### config.mk
export PLATFORM = sky130hd
export DESIGN_NAME = error_ctrl_flat
export DESIGN_NICKNAME = d
export VERILOG_FILES = /design/src/rtl/error_ctrl_if.sv /design/src/rtl/error_ctrl.sv /design/src/flat_wrapper.sv
export SDC_FILE = /design/constraint.sdc
export NUM_CORES = 1
export LEC_CHECK = 0
export ABC_AREA = 1
export BUFFER_PORTS_ARGS = -buffer_cell sky130_fd_sc_hd__buf_2
export CORE_ASPECT_RATIO = 0.6
export CORE_MARGIN = 1.5
export CORE_UTILIZATION = 55
export CTS_BUF_LIST = sky130_fd_sc_hd__clkbuf_8
export CTS_CLUSTER_DIAMETER = 100
export DETAILED_ROUTE_END_ITERATION = 6
export PLACE_DENSITY = 0.95
export SETUP_SLACK_MARGIN = 0.5
export SYNTH_ARGS = -nofsm -noshare
export SYNTH_HDL_FRONTEND = slang
export SYNTH_SLANG_ARGS = --single-unit
### constraint.sdc
create_clock -name clk -period 4.8 [get_ports clk]
set_clock_uncertainty 0.15 [all_clocks]
set_input_delay 1.2 -clock clk [delete_from_list [all_inputs] [get_ports clk]]
set_output_delay 1.2 -clock clk [all_outputs]
set_load 0.005 [all_outputs]
### src/rtl/error_ctrl_if.sv
// Error controller bus: CPU error inputs, PCU handshake, statistics and log read port.
// master: CPU/PCU side driving requests; slave: the error_ctrl block.
interface error_ctrl_if #(
    parameter int unsigned CNT_W = 8
);
    logic [3:0]       cpu_error;
    logic [31:0]      err_pc;
    logic             pcu_ready;
    logic             pcu_resume;
    logic             pcu_clear_cnt;
    logic             cpu_stall;
    logic             err_valid;
    logic [3:0]       err_code;
    logic [31:0]      err_pc_out;
    logic [CNT_W-1:0] cnt_div;
    logic [CNT_W-1:0] cnt_mem;
    logic [CNT_W-1:0] cnt_opc;
    logic             err_lost;
    logic [1:0]       log_idx;
    logic [35:0]      log_rdata;

    modport master (
        output cpu_error, err_pc, pcu_ready, pcu_resume, pcu_clear_cnt, log_idx,
        input  cpu_stall, err_valid, err_code, err_pc_out,
               cnt_div, cnt_mem, cnt_opc, err_lost, log_rdata
    );

    modport slave (
        input  cpu_error, err_pc, pcu_ready, pcu_resume, pcu_clear_cnt, log_idx,
        output cpu_stall, err_valid, err_code, err_pc_out,
               cnt_div, cnt_mem, cnt_opc, err_lost, log_rdata
    );
endinterface

### src/rtl/error_ctrl.sv
// Error-handling controller: captures the first CPU error, stalls the CPU,
// reports the record to the PCU, waits for resume, drains the pipeline and
// keeps saturating per-class error statistics.
// Optional ERROR_LOG_EN: 4-entry circular log of captured {code, pc}.
module error_ctrl #(
    parameter int unsigned CNT_W     = 8,
    parameter int unsigned DRAIN_CYC = 3
) (
    input  logic       clk,
    input  logic       rst,
    error_ctrl_if.slave bus
);
    localparam int unsigned DRAIN_W    = 4;
    localparam logic [DRAIN_W-1:0] DRAIN_LOAD = DRAIN_W'(DRAIN_CYC - 1);
    localparam logic [3:0] CODE_DIV = 4'd1;
    localparam logic [3:0] CODE_MEM = 4'd2;
    localparam logic [3:0] CODE_OPC = 4'd3;

    typedef enum logic [1:0] {
        RUN    = 2'd0,
        REPORT = 2'd1,
        HALT   = 2'd2,
        DRAIN  = 2'd3
    } state_t;

    state_t             state;
    logic [DRAIN_W-1:0] drain_cnt;
    logic               capture;
    logic               err_in;

    assign err_in  = (bus.cpu_error != 4'd0);
    assign capture = (state == RUN) && err_in;

    function automatic logic [CNT_W-1:0] sat_inc(input logic [CNT_W-1:0] v);
        return (&v) ? v : v + CNT_W'(1);
    endfunction

    // Control FSM with registered stall/valid and latched error record.
    always_ff @(posedge clk or posedge rst) begin
        if (rst) begin
            state          <= RUN;
            drain_cnt      <= '0;
            bus.cpu_stall  <= 1'b0;
            bus.err_valid  <= 1'b0;
            bus.err_code   <= '0;
            bus.err_pc_out <= '0;
        end else begin
            case (state)
                RUN: begin
                    if (capture) begin
                        state          <= REPORT;
                        bus.err_code   <= bus.cpu_error;
                        bus.err_pc_out <= bus.err_pc;
                        bus.cpu_stall  <= 1'b1;
                        bus.err_valid  <= 1'b1;
                    end
                end
                REPORT: begin
                    if (bus.pcu_ready) begin
                        state         <= HALT;
                        bus.err_valid <= 1'b0;
                    end
                end
                HALT: begin
                    if (bus.pcu_resume) begin
                        state     <= DRAIN;
                        drain_cnt <= DRAIN_LOAD;
                    end
                end
                DRAIN: begin
                    if (drain_cnt == '0) begin
                        state         <= RUN;
                        bus.cpu_stall <= 1'b0;
                    end else begin
                        drain_cnt <= drain_cnt - DRAIN_W'(1);
                    end
                end
                default: begin
                    state         <= RUN;
                    bus.cpu_stall <= 1'b0;
                    bus.err_valid <= 1'b0;
                end
            endcase
        end
    end

    // Per-class saturating counters and sticky lost flag; clear has priority.
    always_ff @(posedge clk or posedge rst) begin
        if (rst) begin
            bus.cnt_div  <= '0;
            bus.cnt_mem  <= '0;
            bus.cnt_opc  <= '0;
            bus.err_lost <= 1'b0;
        end else if (bus.pcu_clear_cnt) begin
            bus.cnt_div  <= '0;
            bus.cnt_mem  <= '0;
            bus.cnt_opc  <= '0;
            bus.err_lost <= 1'b0;
        end else begin
            if (capture) begin
                case (bus.cpu_error)
                    CODE_DIV: bus.cnt_div <= sat_inc(bus.cnt_div);
                    CODE_MEM: bus.cnt_mem <= sat_inc(bus.cnt_mem);
                    CODE_OPC: bus.cnt_opc <= sat_inc(bus.cnt_opc);
                    default:  ;
                endcase
            end
            if ((state != RUN) && err_in) begin
                bus.err_lost <= 1'b1;
            end
        end
    end

`ifdef ERROR_LOG_EN
    logic [35:0] log_mem [4];
    logic [1:0]  wp;
    logic [1:0]  rd_ptr;

    // Circular capture log, newest entry just below the write pointer.
    always_ff @(posedge clk or posedge rst) begin
        if (rst) begin
            wp <= '0;
            for (int i = 0; i < 4; i++) log_mem[i] <= '0;
        end else if (bus.pcu_clear_cnt) begin
            wp <= '0;
            for (int i = 0; i < 4; i++) log_mem[i] <= '0;
        end else if (capture) begin
            log_mem[wp] <= {bus.cpu_error, bus.err_pc};
            wp          <= wp + 2'd1;
        end
    end

    assign rd_ptr        = 2'(wp - 2'd1 - bus.log_idx);
    assign bus.log_rdata = log_mem[rd_ptr];
`else
    logic unused_log_idx;
    assign unused_log_idx = ^bus.log_idx;
    assign bus.log_rdata  = '0;
`endif

endmodule

### src/flat_wrapper.sv
// flat-port wrapper written by rule: the top's interface ports become plain ports
module error_ctrl_flat 
#(
    parameter int unsigned CNT_W     = 8,
    parameter int unsigned DRAIN_CYC = 3
)
  (clk, rst, bus_cpu_error, bus_err_pc, bus_pcu_ready, bus_pcu_resume, bus_pcu_clear_cnt, bus_log_idx, bus_cpu_stall, bus_err_valid, bus_err_code, bus_err_pc_out, bus_cnt_div, bus_cnt_mem, bus_cnt_opc, bus_err_lost, bus_log_rdata);
  error_ctrl_if #(.CNT_W(CNT_W)) bus_i ();
  input  logic clk;
  input  logic rst;
  input wire logic [$bits(bus_i.cpu_error)-1:0] bus_cpu_error;
  input wire logic [$bits(bus_i.err_pc)-1:0] bus_err_pc;
  input wire logic [$bits(bus_i.pcu_ready)-1:0] bus_pcu_ready;
  input wire logic [$bits(bus_i.pcu_resume)-1:0] bus_pcu_resume;
  input wire logic [$bits(bus_i.pcu_clear_cnt)-1:0] bus_pcu_clear_cnt;
  input wire logic [$bits(bus_i.log_idx)-1:0] bus_log_idx;
  output wire logic [$bits(bus_i.cpu_stall)-1:0] bus_cpu_stall;
  output wire logic [$bits(bus_i.err_valid)-1:0] bus_err_valid;
  output wire logic [$bits(bus_i.err_code)-1:0] bus_err_code;
  output wire logic [$bits(bus_i.err_pc_out)-1:0] bus_err_pc_out;
  output wire logic [$bits(bus_i.cnt_div)-1:0] bus_cnt_div;
  output wire logic [$bits(bus_i.cnt_mem)-1:0] bus_cnt_mem;
  output wire logic [$bits(bus_i.cnt_opc)-1:0] bus_cnt_opc;
  output wire logic [$bits(bus_i.err_lost)-1:0] bus_err_lost;
  output wire logic [$bits(bus_i.log_rdata)-1:0] bus_log_rdata;
  assign bus_i.cpu_error = bus_cpu_error;
  assign bus_i.err_pc = bus_err_pc;
  assign bus_i.pcu_ready = bus_pcu_ready;
  assign bus_i.pcu_resume = bus_pcu_resume;
  assign bus_i.pcu_clear_cnt = bus_pcu_clear_cnt;
  assign bus_i.log_idx = bus_log_idx;
  assign bus_cpu_stall = bus_i.cpu_stall;
  assign bus_err_valid = bus_i.err_valid;
  assign bus_err_code = bus_i.err_code;
  assign bus_err_pc_out = bus_i.err_pc_out;
  assign bus_cnt_div = bus_i.cnt_div;
  assign bus_cnt_mem = bus_i.cnt_mem;
  assign bus_cnt_opc = bus_i.cnt_opc;
  assign bus_err_lost = bus_i.err_lost;
  assign bus_log_rdata = bus_i.log_rdata;
  error_ctrl #(.CNT_W(CNT_W), .DRAIN_CYC(DRAIN_CYC)) u_core (.clk(clk), .rst(rst), .bus(bus_i));
endmodule
==> impl_metrics.tcl <==
set metrics [dict create \
    status "finished clean" \
    synth_area_per_cell_um2 7.93 \
    grt_max_degree 39 \
    clk_latency_ns 0.34 \
    syn_area_um2 3750 \
    p_total_mw 2.14 \
    synth_enable_flop_cells 0 \
    cts_sinks 69 \
    p_leak_nw 2.55 \
    cts.htree.levels 3 \
    synthTopCellsByArea "dfrtp_1 46%, nand2_1 19%, buf_4 7.4%" \
    cts-root-buf "clkbuf_8" \
    synthMuxAreaShare 0 \
    synthXorXnorAreaFrac 0.0163 \
    postCtsHoldBufs 0 \
    chipHeight_um 67.0 \
    crit_required_ns 4.88 \
    post-route-drc-count 0 \
    ys.flop_type "dfrtp_1" \
    cts_made_buffers 9 \
    powerDensity_nw_per_um2 490 \
    seq_power_share 0.406 \
    power_frac_clock 0.244 \
    post_cts_resized 0 \
    yosys.area.top_type "dfrtp_1" \
    wirelength_mm 8.04 \
    drt_pass1_iterations 4 \
    core-area_um2 6650 \
    clock_path_buffers 2 \
    post_cts_buffers 0 \
    combPwrFrac 0.350 \
    maxCapViolations 0 \
    synth-seq-cells 69 \
    synthArstFlopShare 1.00 \
    finalSetupViolations 0 \
    gp_congestion 0.857 \
    vias 3234 \
    hold_path_class "flop to flop" \
    synth_top_family_by_area "simple AND/OR/NAND/NOR gates" \
    vias_per_cell 4.85 \
    synth_compound_area_frac 0.0390 \
    yosysSeqAreaShare 0.460 \
    antenna_found_initial 0 \
    cts_tree "done" \
    grt_usage 0.226 \
    netlist_instances 473 \
    worstMarginPinSlew_ns 0.734 \
    ys_warn_count 0 \
    cp_data_arrival_time_ns 2.87 \
    final_layout_size_suffix_gt1_frac 0.243 \
    start_kind "input port" \
    die-area_um2 7340 \
    std_cell_rows 23 \
    power.switching_mw 0.786 \
    nets 628 \
    hpwl_mm 5.99 \
    fin_crit_sh 0.581 \
    ant_nets 0 \
    io_pins 142 \
    finalHoldViolations 0 \
    swShare 0.367 \
    rsz0062_at_grt "no" \
    synthAdderAreaFrac 0.0333 \
    peakVddDrop_mv 0.257 \
    grt_pass1_wl_mm 12.6 \
    die_w_um 110 \
    clkTransAtPathRegs_ns 0.07 \
    synth_cell_types 32 \
    grt_overflow 0 \
    internal_power_mw 1.36 \
    initial_core_util 0.564 \
    slew_viol_final 0 \
    timing.fmax_mhz 359 \
    io_buffers 103 \
    diodes 0 \
    drtIter0Drc 255 \
    finalSetupTns_ns 0 \
    criticalPathCategory "input port to flop" \
    synth_top_area_share 0.460 \
    cp-end-kind "flop" \
    synthSimpleGateAreaFrac 0.313 \
    yosys-top-cells-count "185 x nand2_1, 69 x dfrtp_1, 40 x nand3_1, 37 x buf_4, 31 x inv_1" \
    critical_path.max_fanout 38 \
    grt_pass1_vias 2823 \
    layout-area-overhead-vs-synth_pct 16.5 \
    period_minus_slack_ns 2.79 \
    wl_per_cell_um 12.1 \
    slew_headroom 0.510 \
    yosysMostFrequentCell "nand2_1" \
]
-- registers in the layout, indices dropped and copies added (netlist names) --
| signal | flops |
|---|---|
| u_core.bus.cnt_div | 8 |
| u_core.bus.cnt_mem | 8 |
| u_core.bus.cnt_opc | 8 |
| u_core.bus.cpu_stall | 1 |
| u_core.bus.err_code | 4 |
| u_core.bus.err_lost | 1 |
| u_core.bus.err_pc_out | 32 |
| u_core.bus.err_valid | 1 |
| u_core.drain_cnt | 4 |
| u_core.state | 2 |
-- stage by stage --
stage	setup WS (ns)	hold slack, ns	utilization	area [µm²]	cells
final	2.01	0.327	0.657	4370	667
after global routing	1.88	0.347	0.657	4370	667
after detailed placement	1.63	0.308	0.624	4150	651
after global placement	1.72	0.302	0.624	4150	651
after floorplan	1.71	0.315	-	3880	508
after CTS	2.01	0.328	0.657	4370	667
-- final cells by class --
type	instances	area (µm²)
clock buffer	9	124
clock inverter	7	98.8
fill	559	2280
inverter	36	138
multi-input combinational	354	1640
sequential	69	1730
tap	87	109
timing repair buffer	105	531
-- power by group through the flow --
stage	clock, mW	sequential [mW]	combinational [mW]
3_5_place_dp	0	0.877	0.758
2_1_floorplan	0	0.889	0.506
4_1_cts	0.539	0.868	0.761
6_report	0.521	0.870	0.750
5_1_grt	0.570	0.886	0.860
3_3_place_gp	0	0.864	0.717
-- cell families (layout without fill, tap and decap cells) --
family	after synthesis	in the layout
xor gates and xnor gates	7	7
and+or+nand+nor	276	276
buffers and inverters	85	157
adders and majority gates	10	10
other	1	36
DFF	69	69
AOI/OAI and AO/OA	25	25
-- worst paths after layout --
| check | cells after the start | slack [ns] | end | startpoint |
|---|---|---|---|---|
| worst min register to register | 2 | 0.33 | u_core.bus.err_valid | u_core.bus.err_valid |
| min in group asynchronous | 2 | 0.83 | u_core.bus.err_pc_out[4] | rst |
| worst min-delay path | 2 | 0.33 | u_core.bus.err_valid | u_core.bus.err_valid |
| max in group asynchronous | 3 | 2.74 | u_core.bus.err_pc_out[8] | rst |
| worst max register to register | 6 | 2.35 | u_core.bus.cpu_stall | u_core.state[1] |
| worst max-delay path | 7 | 2.01 | u_core.bus.cpu_stall | bus_cpu_error[2] |
-- critical path: stages --
cell and delay, ns:
buf_2 0.12, nor2_4 0.18, nand3_2 0.10, nand2_2 0.53
inv_2 0.43, a21oi_1 0.23, nor2_1 0.06
-- routing by layer --
layer  up-vias  track usage  share of wire
met5         -            0              0
met4         0       0.0860          0.011
met3        10       0.0558          0.055
met2        99        0.388           0.47
met1      1513        0.274           0.46
li1       1612            -              -
-- cells in the final DEF, fill, tap and decap left out, types with 2 or more instances in the layout --
cell type | synthesis | final
nand3_2 | 4 | 4
a21o_1 | 2 | 2
o21ai_0 | 9 | 9
a21oi_1 | 6 | 6
nor2_1 | 28 | 28
xnor2_1 | 2 | 2
xor2_1 | 5 | 5
buf_4 | 37 | 2
nand3_1 | 40 | 40
o21ai_1 | 3 | 3
conb_1 | 1 | 36
clkbuf_8 | 0 | 9
inv_2 | 2 | 3
nand2_1 | 185 | 185
buf_2 | 6 | 103
nand3b_1 | 6 | 6
dfrtp_1 | 69 | 69
clkinv_1 | 2 | 2
inv_1 | 31 | 30
ha_1 | 10 | 10
nand4_1 | 3 | 3
o21ai_2 | 2 | 2
nand2_2 | 4 | 4
clkinv_4 | 0 | 2
bufinv_16 | 0 | 2
nor2_2 | 2 | 2
Power figures use the tool's default switching activity.
